--- src/rtl/instruction_queue_pkg.sv ---
// instruction_queue_pkg: RV32I opcode, queue entry type and immediate folding shared by the instruction queue
package instruction_queue_pkg;
  typedef logic [31:0] rv32i_word;
  typedef enum logic [6:0] {
    op_lui   = 7'b0110111,
    op_auipc = 7'b0010111,
    op_jal   = 7'b1101111,
    op_jalr  = 7'b1100111,
    op_br    = 7'b1100011,
    op_load  = 7'b0000011,
    op_store = 7'b0100011,
    op_imm   = 7'b0010011,
    op_reg   = 7'b0110011,
    op_csr   = 7'b1110011
  } rv32i_opcode_t;
  typedef struct packed {
    rv32i_opcode_t opcode;
    logic [2:0]    funct3;
    logic [6:0]    funct7;
    logic [4:0]    rs1;
    logic [4:0]    rs2;
    logic [4:0]    rd;
    rv32i_word     imm;
    rv32i_word     pc;
  } iq_entry_t;
  function automatic rv32i_word select_imm(input rv32i_opcode_t opcode, input rv32i_word i, input rv32i_word s,
                                           input rv32i_word b, input rv32i_word u, input rv32i_word j);
    return (opcode == op_lui || opcode == op_auipc) ? u :
           (opcode == op_jal)   ? j :
           (opcode == op_br)    ? b :
           (opcode == op_store) ? s : i;
  endfunction
endpackage

--- src/rtl/instruction_queue_storage.sv ---
// iq_storage: unreset entry array with one write port and one asynchronous read port
module iq_storage
  import instruction_queue_pkg::*;
#(
  parameter int DEPTH = 8,
  localparam int AW = $clog2(DEPTH)
) (
  input  logic          clk,
  input  logic          we,
  input  logic [AW-1:0] waddr,
  input  iq_entry_t     wdata,
  input  logic [AW-1:0] raddr,
  output iq_entry_t     rdata
);
  iq_entry_t mem [DEPTH];
  always_ff @(posedge clk)
    if (we) mem[waddr] <= wdata;
  assign rdata = mem[raddr];
endmodule

--- src/rtl/instruction_queue.sv ---
// instruction_queue: circular FIFO of decoded instructions between the fetcher and dispatch, with flush
module instruction_queue
  import instruction_queue_pkg::*;
#(
  parameter int DEPTH = 8,
  localparam int CNT_W = $clog2(DEPTH) + 1,
  localparam int AW = $clog2(DEPTH)
) (
  input  logic             clk,
  input  logic             rst,
  input  logic             load_i,
  output logic             rdy_o,
  input  rv32i_opcode_t    opcode_i,
  input  logic [2:0]       funct3_i,
  input  logic [6:0]       funct7_i,
  input  logic [4:0]       rs1_i,
  input  logic [4:0]       rs2_i,
  input  logic [4:0]       rd_i,
  input  rv32i_word        i_imm_i,
  input  rv32i_word        s_imm_i,
  input  rv32i_word        b_imm_i,
  input  rv32i_word        u_imm_i,
  input  rv32i_word        j_imm_i,
  input  rv32i_word        pc_i,
  input  logic             flush_i,
  input  logic             deq_i,
  output logic             valid_o,
  output iq_entry_t        entry_o,
  output logic [CNT_W-1:0] count_o
);
  logic [AW-1:0]    head, tail;
  logic [CNT_W-1:0] count;
  logic             enq, deq;
  iq_entry_t        wdata, rdata;
  // rdy_o is gated by rst so it reads 0 throughout reset, not just after the first edge
  assign rdy_o   = rst & (count != CNT_W'(DEPTH));
  assign valid_o = count != '0;
  assign enq     = load_i & rdy_o;
  assign deq     = deq_i & valid_o;
  assign count_o = count;
  assign entry_o = valid_o ? rdata : '0;
  assign wdata = '{
    opcode: opcode_i,
    funct3: funct3_i,
    funct7: funct7_i,
    rs1:    rs1_i,
    rs2:    rs2_i,
    rd:     rd_i,
    imm:    select_imm(opcode_i, i_imm_i, s_imm_i, b_imm_i, u_imm_i, j_imm_i),
    pc:     pc_i
  };
  always_ff @(posedge clk or negedge rst)
    if (!rst) begin
      head  <= '0;
      tail  <= '0;
      count <= '0;
    end else if (flush_i) begin
      head  <= '0;
      tail  <= '0;
      count <= '0;
    end else begin
      if (enq) tail <= tail + 1'b1;
      if (deq) head <= head + 1'b1;
      count <= count + CNT_W'(enq) - CNT_W'(deq);
    end
  iq_storage #(.DEPTH(DEPTH)) u_storage (
    .clk   (clk),
    .we    (enq & ~flush_i),
    .waddr (tail),
    .wdata (wdata),
    .raddr (head),
    .rdata (rdata)
  );
endmodule

--- config.mk ---
export PLATFORM = sky130hd
export DESIGN_NAME = instruction_queue
export DESIGN_NICKNAME = d
export VERILOG_FILES = /design/src/rtl/instruction_queue_pkg.sv /design/src/rtl/instruction_queue_storage.sv /design/src/rtl/instruction_queue.sv
export SDC_FILE = /design/constraint.sdc
export NUM_CORES = 1
export LEC_CHECK = 0
export ABC_AREA = 0
export CAP_MARGIN = 20
export CORE_MARGIN = 1.5
export CORE_UTILIZATION = 45
export DETAILED_ROUTE_END_ITERATION = 10
export PLACE_DENSITY = 0.78
export SLEW_MARGIN = 10
export SYNTH_ARGS = -nofsm -noshare
export SYNTH_HDL_FRONTEND = slang
export SYNTH_HIERARCHICAL = 1
export SYNTH_SLANG_ARGS = --single-unit
export TNS_END_PERCENT = 1
--- constraint.sdc ---
create_clock -name clk -period 7.9 [get_ports clk]
set_clock_uncertainty 0.15 [all_clocks]
set_input_delay 0.79 -clock clk [delete_from_list [all_inputs] [get_ports clk]]
set_output_delay 0.79 -clock clk [all_outputs]
set_load 0.02 [all_outputs]
# After elaboration in Yosys (flattened, before gate mapping)
# Memory sizes are Yosys's and may differ from the RTL's.
# Index checks and enable logic that the tools add are counted.
# totals
elab_cells	35
mem_bits_rw	768
reg_bits	10
memories	1
output_inout_bits	102
in_bits	229
# op_classes
addsub	4
reduce_logical	4
eq_ne	6
mux	12
bitwise_logic	5
# memory_table
name	words	word_bits	rd	rd_clocked_by_memory_dff	write_ports	line_no	source
u_storage.mem	8	96	1	0	1	instruction_queue_storage.sv:15	iq_entry_t mem [DEPTH];
# op_table
operator	count
32-bit two-way mux	4
96-bit two-way mux	1
7-bit by 6-bit == test with 1-bit output, second input constant	2
7-bit == test, second input constant	2
3-bit two-way mux	4
7-bit by 5-bit == test with 1-bit output, second input constant	1
3-bit by 1-bit adder with 3-bit output, second input constant	2
4-bit by 1-bit adder with 4-bit output	1
1-bit AND	4
4-bit two-way mux	1
4-bit inequality test, second input constant	1
2-bit nonzero test	2
4-bit nonzero test	1
4-bit by 1-bit subtractor with 4-bit output	1
1-bit two-way mux	2
1-bit logical OR	1
1-bit inverter	1

# Logic depth before layout (Yosys ltp)
# depth
ltp_word	6
depth_mapped	13
mapped_depth_nobuf	11

# Hierarchy
# The synthesis kept the hierarchy.
# modules_own_cells
module	cells_per_inst	n_inst	area_each_um2	seq_area_each_um2
iq_storage	1123	1	28884.0	23062.1
instruction_queue	392	1	2568.7	250.2

# Worst setup path before layout
# No wires, ideal clock.
# synth_path
path_kind	register to register
start	register count[2] (netlist: count_o[2])
end	memory u_storage/mem[0][0] (netlist bit), enable pin
synth_period_minus_slack_ps	8653
path_slack_ps	-753
setup_ps	668
path_stages_with_launch	8
arrival_time_ps	7835
required_ps	7082
n_path_buf	0
path_cell_list	dfrtp_1 > inv_1 > ha_1 > or3b_2 > nand3_1 > nor2_1 > nand2b_1 > nor3_1
# synth_via
elab_chain_cells	6
# synth_lines
item	line_no	source
from (decl)	instruction_queue.sv:32	logic [CNT_W-1:0] count;
from (signal assigned)	instruction_queue.sv:64	count <= count + CNT_W'(enq) - CNT_W'(deq);
4-bit inequality test	instruction_queue.sv:36	assign rdy_o = rst & (count != CNT_W'(DEPTH));
1-bit AND	instruction_queue.sv:36	
1-bit AND	instruction_queue.sv:38	assign enq = load_i & rdy_o;
1-bit AND	instruction_queue.sv:68	.we (enq & ~flush_i),
1-bit two-way mux	instruction_queue_storage.sv:17	if (we) mem[waddr] <= wdata;
1-bit two-way mux (not written as such)	instruction_queue_storage.sv:17	
to (decl)	instruction_queue_storage.sv:15	
# No other way between the ends.

==> flow_summary.ini <==
[yosys]
seq_area_frac_synth_pct = 74.1
syn-mean-instance-area_um2 = 20.8
syn_nets = 1753
synth_cell_type_count = 40
synth_seq_cells = 778
synth_cells = 1515
yosys_warnings = 6
syn_area_mm2 = 0.0315

[pwr]
share_clk_of_total_power_pct = 30.6
power.switching_mw = 3.03
pwr-share-comb_pct = 27.2
power_leakage_nw = 11.9
vdd.ir_drop.worst_mv = 0.221
power.share.switching_pct = 27.3
sequential_fraction_of_design_power_pct = 42.1
cellInternalPower_mw = 8.08
p_per_area_mw_per_mm2 = 292

[place]
port_buffers = 330
detailedPlace.worstSlack_ns = 3.17
post_dp_cell_area_mm2 = 0.0357
dp_hpwl_mm = 42.6
place.gp.congestion = 0.907

[clocking]
clkTransAtPathRegs_ns = 0.06
clk_path_buf_depth = 3
post_cts.repair.setup_buffers = 0
cts_tree = built
postCtsResizedCells = 0
clock-root-buffer = sky130_fd_sc_hd__clkbuf_16
cts_hold_buf = 0
numCtsBuffers = 76
insertion_delay_ns = 0.61
cts-htree-levels = 3
numClockSinks = 778

[hold_path]
hold_path_class = input port to async pin

[timing]
setup-violations-final = 0
period_share_pct = 59.6
setup_ws_ns = 3.19
rsz0062_at_grt = false
worst-slew-pin-transition_ns = 0.979
min_period_ns = 4.71
maxClockFrequency_mhz = 212
final-hold-violation-count = 0
number_of_max_slew_violations_in_the_final_report = 0
max_slew_margin_vs_limit_pct = 34.5

[die]
fp.dieArea_mm2 = 0.0715
rows = 96
floorplan.die.height_um = 267
coreArea_mm2 = 0.0688
initial_utilization_pct = 45.7
die_x_um = 267
ios = 331

[routing]
drt-wirelength-per-cell_um = 25.3
vias = 16000
vias_per_cell = 5.63
drt_drc_violations_left = 0
starting_drc_count_in_detailed_routing = 1569
pre_antenna_drt_iters = 8
finalWirelength_mm = 71.9
post_route_ant_nets = 0

[cells_and_area]
finalCoreUtilization_pct = 55.3
num-nets-final = 2097
final.fill_count = 5017
drive_above_1_share_pct = 23.5
layout-area-overhead-vs-synth_pct = 21.0
fin_area_mm2 = 0.0381

[critical_path]
cp-start-kind = flip-flop
timing_worst_setup_path_type = flip-flop to primary output
cp_max_fo = 56
crit_arrival_ns = 3.77
critical_path.endpoint_type = primary output
worst_ep_required_time_ns = 6.96

[global_routing]
antenna_found_initial = 8
grt_pass1_wl_mm = 107
largest_net_degree_at_the_start_of_global_routing = 100
grt_pass1_vias = 16700
global_route.usage.total_pct = 20.3
grt.overflow.total = 0

[run_status]
outcome = finished clean

[job]
timing.max_cap.violations = 0
## metal layers
| metal | GRT usage (%) | routed length (um) |
|---|---|---|
| met5 | 0 | 13 |
| met4 | 7.85 | 2090 |
| met3 | 3.41 | 4580 |
| met2 | 33.2 | 35600 |
| met1 | 27.4 | 29600 |
## flip-flops by register name (all words and copies together) (netlist names)
register	flops
count_o	4
head	3
tail	3
u_storage/mem	768
## metrics by stage
stage / setup TNS, ns / hold slack, ns / power [mW] / cells
floorplan: -71.88 / 0.344 / 6.66 / 1515
global placement: 0 / 0.444 / 7.78 / 2709
detailed placement: 0 / 0.457 / 7.81 / 2710
CTS: 0 / 0.383 / 11.2 / 2840
global route: 0 / 0.424 / 11.5 / 2846
finish: 0 / 0.408 / 11.1 / 2847
## synth_stat cells
cell | instances | share of area (%)
sky130_fd_sc_hd__nor2_1 | 17 | 0.20
sky130_fd_sc_hd__or3b_1 | 1 | 0.028
sky130_fd_sc_hd__xnor2_1 | 3 | 0.084
sky130_fd_sc_hd__ha_1 | 8 | 0.32
sky130_fd_sc_hd__nand2_1 | 3 | 0.036
sky130_fd_sc_hd__and4bb_1 | 1 | 0.040
sky130_fd_sc_hd__or2_2 | 1 | 0.020
sky130_fd_sc_hd__o221ai_1 | 1 | 0.028
sky130_fd_sc_hd__inv_1 | 37 | 0.44
sky130_fd_sc_hd__edfxtp_1 | 768 | 73
sky130_fd_sc_hd__mux4_2 | 192 | 14
sky130_fd_sc_hd__buf_1 | 11 | 0.13
sky130_fd_sc_hd__buf_6 | 26 | 0.93
sky130_fd_sc_hd__fa_1 | 1 | 0.064
sky130_fd_sc_hd__o22ai_1 | 31 | 0.62
sky130_fd_sc_hd__and2_4 | 1 | 0.028
sky130_fd_sc_hd__clkbuf_2 | 3 | 0.048
sky130_fd_sc_hd__a21oi_2 | 10 | 0.28
sky130_fd_sc_hd__buf_4 | 5 | 0.12
sky130_fd_sc_hd__and4b_1 | 1 | 0.032
sky130_fd_sc_hd__or3b_2 | 1 | 0.028
sky130_fd_sc_hd__dfrtp_1 | 10 | 0.80
sky130_fd_sc_hd__and2_1 | 97 | 1.9
sky130_fd_sc_hd__nor3_1 | 2 | 0.032
sky130_fd_sc_hd__a21o_1 | 1 | 0.024
sky130_fd_sc_hd__nand3_1 | 4 | 0.064
sky130_fd_sc_hd__a21oi_1 | 54 | 0.86
sky130_fd_sc_hd__nor2b_1 | 2 | 0.040
sky130_fd_sc_hd__a22oi_1 | 31 | 0.74
sky130_fd_sc_hd__a31oi_1 | 1 | 0.020
sky130_fd_sc_hd__and3_1 | 2 | 0.040
sky130_fd_sc_hd__or3_4 | 1 | 0.036
sky130_fd_sc_hd__nand2b_1 | 3 | 0.060
sky130_fd_sc_hd__nand4_1 | 2 | 0.040
sky130_fd_sc_hd__buf_2 | 17 | 0.27
sky130_fd_sc_hd__mux2i_1 | 3 | 0.095
sky130_fd_sc_hd__o21ai_0 | 32 | 0.51
sky130_fd_sc_hd__xor2_1 | 3 | 0.084
sky130_fd_sc_hd__mux2_2 | 96 | 3.4
sky130_fd_sc_hd__clkbuf_1 | 32 | 0.38
## worst max-delay path: stages (launching register included)
cell,delay (ns)
sky130_fd_sc_hd__dfrtp_4,0.87
sky130_fd_sc_hd__buf_4,0.77
sky130_fd_sc_hd__mux4_2,0.43
sky130_fd_sc_hd__mux2_2,0.32
sky130_fd_sc_hd__and2_1,0.15
sky130_fd_sc_hd__clkdlybuf4s50_1,0.58
## logic make-up (layout without fill, tap and decap cells)
family	Yosys count	after routing	synth area share (%)
adder cells (fa/ha/maj)	9	9	0.382
multiplexers	291	291	17.3
other	0	5	0
flip-flops	778	778	74.1
XOR/XNOR	6	6	0.167
buffers and inverters	131	527	2.32
AND/OR/NAND/NOR	139	139	2.65
AO/OA/AOI/OAI	161	161	3.08
## layout by cell type (no fill, tap or decap), types with 4 or more instances in the layout
| master | n |
|---|---|
| sky130_fd_sc_hd__dfrtp_1 | 7 |
| sky130_fd_sc_hd__mux4_2 | 192 |
| sky130_fd_sc_hd__a21oi_2 | 10 |
| sky130_fd_sc_hd__buf_12 | 4 |
| sky130_fd_sc_hd__clkinvlp_4 | 4 |
| sky130_fd_sc_hd__nor2_4 | 6 |
| sky130_fd_sc_hd__clkinv_1 | 16 |
| sky130_fd_sc_hd__mux2_2 | 96 |
| sky130_fd_sc_hd__o22ai_1 | 31 |
| sky130_fd_sc_hd__a22oi_1 | 31 |
| sky130_fd_sc_hd__clkbuf_1 | 9 |
| sky130_fd_sc_hd__clkbuf_16 | 79 |
| sky130_fd_sc_hd__buf_4 | 23 |
| sky130_fd_sc_hd__nor2_1 | 11 |
| sky130_fd_sc_hd__clkdlybuf4s50_1 | 330 |
| sky130_fd_sc_hd__clkinv_2 | 13 |
| sky130_fd_sc_hd__o21ai_0 | 32 |
| sky130_fd_sc_hd__ha_1 | 8 |
| sky130_fd_sc_hd__diode_2 | 5 |
| sky130_fd_sc_hd__inv_1 | 37 |
| sky130_fd_sc_hd__nand3_1 | 4 |
| sky130_fd_sc_hd__a21oi_1 | 54 |
| sky130_fd_sc_hd__edfxtp_1 | 768 |
| sky130_fd_sc_hd__inv_6 | 4 |
| sky130_fd_sc_hd__and2_1 | 97 |
## power by group through the flow
| stage | combinational (mW) | sequential (mW) | clock (mW) |
|---|---|---|---|
| 6_report | 3.03 | 4.68 | 3.40 |
| 3_3_place_gp | 3.01 | 4.76 | 0 |
| 4_1_cts | 3.07 | 4.68 | 3.46 |
| 2_1_floorplan | 1.93 | 4.73 | 0 |
| 3_5_place_dp | 3.04 | 4.77 | 0 |
| 5_1_grt | 3.21 | 4.69 | 3.62 |
## layout make-up
type | count | area (um2) | share of cell area (%)
sequential | 778 | 23300 | 61.3
multi-input combinational | 606 | 7470 | 19.6
timing repair buffer | 360 | 3610 | 9.50
clock buffer | 88 | 2010 | 5.28
tap | 931 | 1160 | 3.06
clock inverter | 42 | 313 | 0.822
inverter | 37 | 139 | 0.365
antenna | 5 | 12.5 | 0.0329
## worst paths after layout
kind                       startpoint                    to  slack [ns]  depth (start not counted)
min reg2reg                   tail[2]               tail[2]        0.48                          2
max                           head[2]           entry_o[61]        3.19                          5
max reg2reg                count_o[2]  u_storage/mem[4][45]        4.14                          9
min                               rst               tail[0]        0.41                          1
min in group clk              tail[2]               tail[2]        0.48                          2
max in group asynchronous         rst               head[1]        6.75                          1
(Power assumes the default switching activity.)
